File: config.mk
export PLATFORM = sky130hd
export DESIGN_NAME = serial_word_receiver
export DESIGN_NICKNAME = d
export VERILOG_FILES = /design/src/rtl/serial_word_receiver.sv
export SDC_FILE = /design/constraint.sdc
export NUM_CORES = 1
export LEC_CHECK = 0
export CAP_MARGIN = 20
export CORE_UTILIZATION = 23
export CTS_CLUSTER_DIAMETER = 30
export CTS_CLUSTER_SIZE = 14
export DETAILED_ROUTE_END_ITERATION = 7
export PLACE_DENSITY = 0.54
export SETUP_SLACK_MARGIN = 0.02
export SLEW_MARGIN = 5
export SYNTH_ARGS = -nofsm -noshare
export SYNTH_HDL_FRONTEND = slang
export SYNTH_SLANG_ARGS = --single-unit
export TNS_END_PERCENT = 20
File: constraint.sdc
create_clock -name CLK -period 4.9 [get_ports CLK]
set_input_delay 0.98 -clock CLK [delete_from_list [all_inputs] [get_ports CLK]]
set_output_delay 0.98 -clock CLK [all_outputs]
set_load 0.01 [all_outputs]
File: src/rtl/serial_word_receiver.sv
// serial_word_receiver
//   Reassembles the serial S_OUT stream of a shift register into WIDTH-bit
//   words and buffers completed words in a DEPTH-entry FIFO with a
//   valid/ready handshake toward the consumer.
//
// Ports:
//   CLK      in   rising-edge clock
//   RESET    in   synchronous, active-high reset (highest priority)
//   ENB      in   bit-sample enable
//   S_IN     in   serial data bit
//   DIR      in   bit order: 0 = MSB first, 1 = LSB first (latched at bit 0)
//   SYNC     in   word-boundary strobe; sampled bit becomes bit 0 of a new word
//   Q        out  FIFO head word, 0 when empty
//   Q_VALID  out  FIFO non-empty
//   Q_READY  in   consumer accepts Q this cycle
//   LEVEL    out  number of words in the FIFO (0..DEPTH)
//   PEND     out  partial word in progress
//   OVF      out  sticky overflow flag (word dropped on a full FIFO)
//   TOGGLES  out  sampled-bit transition count
//
// Build option:
//   PWR_CNT_EN  when defined, TOGGLES counts transitions between consecutive
//               sampled bits (saturating). When undefined, TOGGLES is 0 and no
//               counter logic exists.

module serial_word_receiver #(
  parameter int unsigned WIDTH = 4,
  parameter int unsigned DEPTH = 4,
  parameter int unsigned LW    = $clog2(DEPTH) + 1
) (
  input  logic             CLK,
  input  logic             RESET,
  input  logic             ENB,
  input  logic             S_IN,
  input  logic             DIR,
  input  logic             SYNC,
  output logic [WIDTH-1:0] Q,
  output logic             Q_VALID,
  input  logic             Q_READY,
  output logic [LW-1:0]    LEVEL,
  output logic             PEND,
  output logic             OVF,
  output logic [31:0]      TOGGLES
);

  localparam int unsigned CW = (WIDTH > 1) ? $clog2(WIDTH) : 1;
  localparam int unsigned AW = LW - 1;

  // ---------------------------------------------------------------------------
  // Word assembly
  // ---------------------------------------------------------------------------
  logic [WIDTH-1:0] shift_q, shift_d;
  logic [CW-1:0]    cnt_q, cnt_d;
  logic             dir_q, dir_d;
  logic             push;

  logic             word_start;
  logic             eff_dir;
  logic [WIDTH-1:0] base;
  logic [WIDTH-1:0] assembled;
  logic [CW-1:0]    eff_cnt;

  always_comb begin
    // A new word starts at counter 0 or on a SYNC strobe; SYNC drops the partial word.
    word_start = (cnt_q == '0) || SYNC;
    eff_dir    = word_start ? DIR : dir_q;
    base       = word_start ? '0 : shift_q;
    eff_cnt    = word_start ? '0 : cnt_q;
    if (eff_dir) begin
      assembled = {S_IN, base[WIDTH-1:1]};
    end else begin
      assembled = {base[WIDTH-2:0], S_IN};
    end
  end

  always_comb begin
    shift_d = shift_q;
    cnt_d   = cnt_q;
    dir_d   = dir_q;
    push    = 1'b0;
    if (ENB) begin
      shift_d = assembled;
      dir_d   = eff_dir;
      if (eff_cnt == CW'(WIDTH - 1)) begin
        push  = 1'b1;
        cnt_d = '0;
      end else begin
        cnt_d = eff_cnt + 1'b1;
      end
    end
  end

  always_ff @(posedge CLK) begin
    if (RESET) begin
      shift_q <= '0;
      cnt_q   <= '0;
      dir_q   <= 1'b0;
    end else begin
      shift_q <= shift_d;
      cnt_q   <= cnt_d;
      dir_q   <= dir_d;
    end
  end

  assign PEND = (cnt_q != '0);

  // ---------------------------------------------------------------------------
  // FIFO: pointers carry one extra wrap bit so full and empty are distinct.
  // ---------------------------------------------------------------------------
  logic [WIDTH-1:0] mem_q [DEPTH];
  logic [LW-1:0]    wr_ptr_q, rd_ptr_q;
  logic [LW-1:0]    level;
  logic             full;
  logic             pop;
  logic             do_write;
  logic             ovf_q;

  always_comb begin
    level    = wr_ptr_q - rd_ptr_q;
    full     = (level == LW'(DEPTH));
    pop      = (level != '0) && Q_READY;
    // Full plus pop frees the head slot in the same edge, so the push is kept.
    do_write = push && (!full || pop);
  end

  always_ff @(posedge CLK) begin
    if (RESET) begin
      wr_ptr_q <= '0;
      rd_ptr_q <= '0;
      ovf_q    <= 1'b0;
    end else begin
      if (do_write) begin
        wr_ptr_q <= wr_ptr_q + 1'b1;
      end
      if (pop) begin
        rd_ptr_q <= rd_ptr_q + 1'b1;
      end
      if (push && !do_write) begin
        ovf_q <= 1'b1;
      end
    end
  end

  always_ff @(posedge CLK) begin
    if (!RESET && do_write) begin
      mem_q[wr_ptr_q[AW-1:0]] <= shift_d;
    end
  end

  assign LEVEL   = level;
  assign Q_VALID = (level != '0);
  assign Q       = Q_VALID ? mem_q[rd_ptr_q[AW-1:0]] : '0;
  assign OVF     = ovf_q;

  // ---------------------------------------------------------------------------
  // Switching-activity counter
  // ---------------------------------------------------------------------------
`ifdef PWR_CNT_EN
  logic        prev_q;
  logic [31:0] tog_q;

  always_ff @(posedge CLK) begin
    if (RESET) begin
      prev_q <= 1'b0;
      tog_q  <= '0;
    end else if (ENB) begin
      prev_q <= S_IN;
      if ((S_IN != prev_q) && (tog_q != 32'hFFFF_FFFF)) begin
        tog_q <= tog_q + 32'd1;
      end
    end
  end

  assign TOGGLES = tog_q;
`else
  assign TOGGLES = '0;
`endif

endmodule

==> results_dict.tcl <==
set metrics [dict create \
    slew_headroom_pct 50.5 \
    synthArstFlopShare_pct 0 \
    clockBufferDepth 2 \
    cts_tree "done" \
    clock.fmax_mhz 279 \
    portBuffers 16 \
    final_common_cell "conb_1" \
    numClockSinks 32 \
    endpoint_kind "primary output" \
    wl_per_cell_um 10.1 \
    synth_edf_count 16 \
    clk_pin_slew_ns 0.07 \
    chipHeight_um 88.1 \
    critical_path_class "reg -> out" \
    grt.total_usage_pct 7.61 \
    yosysWarnings 0 \
    std_cell_rows 31 \
    worstSetupStartpointType "flop" \
    via_count 966 \
    die_w_um 88.1 \
    yosys_most_used_dff "edfxtp_1" \
    n_fill_cell 754 \
    fin_area_mm2 0.00195 \
    ys_seq_elements 32 \
    cp_max_fo 6 \
    cts_hold_buf 0 \
    setup_violations 0 \
    n_antenna_cell 0 \
    place_area_mm2 0.00184 \
    drtIter0Drc 47 \
    required_ns 3.92 \
    hold_violations 0 \
    rsz0062_at_grt "false" \
    postSynthAreaPerCell_um2 11.2 \
    fin_hold_ws_ns 0.483 \
    grt_max_degree 20 \
    netlist_instances 152 \
    period_share_pct 73.2 \
    core_mm2 0.00721 \
    clk_latency_ns 0.28 \
    grt_pass1_vias 892 \
    postCtsSetupRepairBufs 0 \
    dieArea_mm2 0.00776 \
    place_congestion 0.689 \
    hold_path.class "reg -> reg" \
    fin_crit_ns 3.59 \
    ant_nets 0 \
    yosysSeqAreaShare_pct 47.0 \
    syn_area_mm2 0.00171 \
    drive_above_1_share_pct 8.82 \
    vdd_drop_max_v 0.000101 \
    htree_levels 2 \
    yosysUniqueCellTypes 35 \
    cap_violations 0 \
    r2r_cells 6 \
    globalRouteOverflowTotal 0 \
    antenna_found_initial 0 \
    syn_to_final_growth_pct 14.1 \
    start_util_pct 23.6 \
    fin_nets 184 \
    hold_depth 2 \
    postCtsResizedCells 0 \
    route.detailed.drc 0 \
    boundaryPins 49 \
    crit_arrival_ns 2.61 \
    maxSlewViolCount 0 \
    grt_first_pass_wirelength_um 4380 \
    layout_common_cells "conb_1 (32), dfxtp_1 (16), clkdlybuf4s50_1 (16), edfxtp_1 (16), nor2_1 (12)" \
    worst_slew_pin_slew_ns 0.741 \
    finClkSkew_ns 0.00910 \
    cellLeakagePower_nw 0.760 \
    cts_made_buffers 5 \
    viasPerCell 3.59 \
    wirelength_um 2720 \
    fin_tns_setup_ns 0 \
    dp_hpwl_um 1960 \
    drtPass1Iterations 4 \
    root_buffer "clkbuf_8" \
    p_per_area_mw_per_mm2 382 \
    outcome "finished, final reports clean" \
]
==> path summary, 6_finish.rpt <==
path / start / endpoint / slack, ns
min: OVF / OVF / 0.48
max reg2reg: wr_ptr_q[0] / mem_q[1][0] / 2.14
max: wr_ptr_q[0] / Q[3] / 1.31
min reg2reg: OVF / OVF / 0.48
==> state kept, by name (all words and copies together), names as in the netlist, named ones only <==
| signal | cells |
|---|---|
| mem_q | 16 |
| shift_q | 4 |
| rd_ptr_q | 3 |
| wr_ptr_q | 3 |
| cnt_q | 2 |
| OVF | 1 |
| dir_q | 1 |
==> power by group <==
part	switching [mW]	internal (mW)
Sequential	0.0138	0.290
Combinational	0.0953	0.101
Clock	0.0954	0.148
Total	0.205	0.540
==> area by class of cell <==
cell class	count	area, um2	area share (%)
clock buffer	5	68.8	3.54
multi-input combinational	104	717	36.8
inverter	10	37.5	1.93
tap	99	124	6.37
sequential	32	801	41.2
timing repair buffer	16	160	8.23
clock inverter	3	37.5	1.93
==> metal layers <==
layer | vias up | part of all wire (%) | GRT usage (%)
met3 | 4 | 5.4 | 3.02
met5 | - | 0 | 0
met4 | 0 | 0.62 | 2.20
met1 | 438 | 46 | 9.56
met2 | 37 | 48 | 12.1
li1 | 487 | - | -
==> critical path, stage by stage (launching register included) <==
cell	delay, ns
dfxtp_1	0.36
inv_1	0.11
ha_1	0.22
fa_1	0.37
xor3_2	0.29
nor2_1	0.37
nor2b_1	0.10
clkdlybuf4s50_1	0.49
==> cell families (layout without fill, tap and decap cells) <==
| family | Yosys count | in the layout | synth area share (%) |
|---|---|---|---|
| buffers and inverters | 47 | 34 | 17.8 |
| AND/OR/NAND/NOR | 37 | 37 | 11.4 |
| flip-flops | 32 | 32 | 47.0 |
| AO/OA/AOI/OAI | 13 | 13 | 5.36 |
| multiplexers | 10 | 10 | 8.95 |
| adder cells (fa/ha/maj) | 8 | 8 | 6.31 |
| XOR/XNOR | 4 | 4 | 3.01 |
| other | 1 | 32 | 0.220 |
==> Yosys cell counts, drive strengths merged, types with 3 or more instances <==
cell type,instances,share of area (%)
buf,33,15
dfxtp,16,19
edfxtp,16,28
nor2,12,2.6
inv,10,2.2
nor2b,9,3.3
ha,7,5.1
clkbuf,4,0.88
mux2i,4,2.3
mux4,4,5.3
nand3,4,1.2
o21ai,4,1.2
nand2,3,0.66
nor3b,3,1.3
==> per-stage QoR <==
step	instances	setup WS [ns]	utilization (%)	total power [mW]
2_1_floorplan	183	2.28	-	0.438
3_3_place_gp	261	1.54	25.5	0.511
3_5_place_dp	261	1.49	25.5	0.514
4_1_cts	269	1.17	27.0	0.758
5_1_grt	269	1.08	27.0	0.788
6_report	269	1.31	27.0	0.744
(Power assumes the default switching activity.)
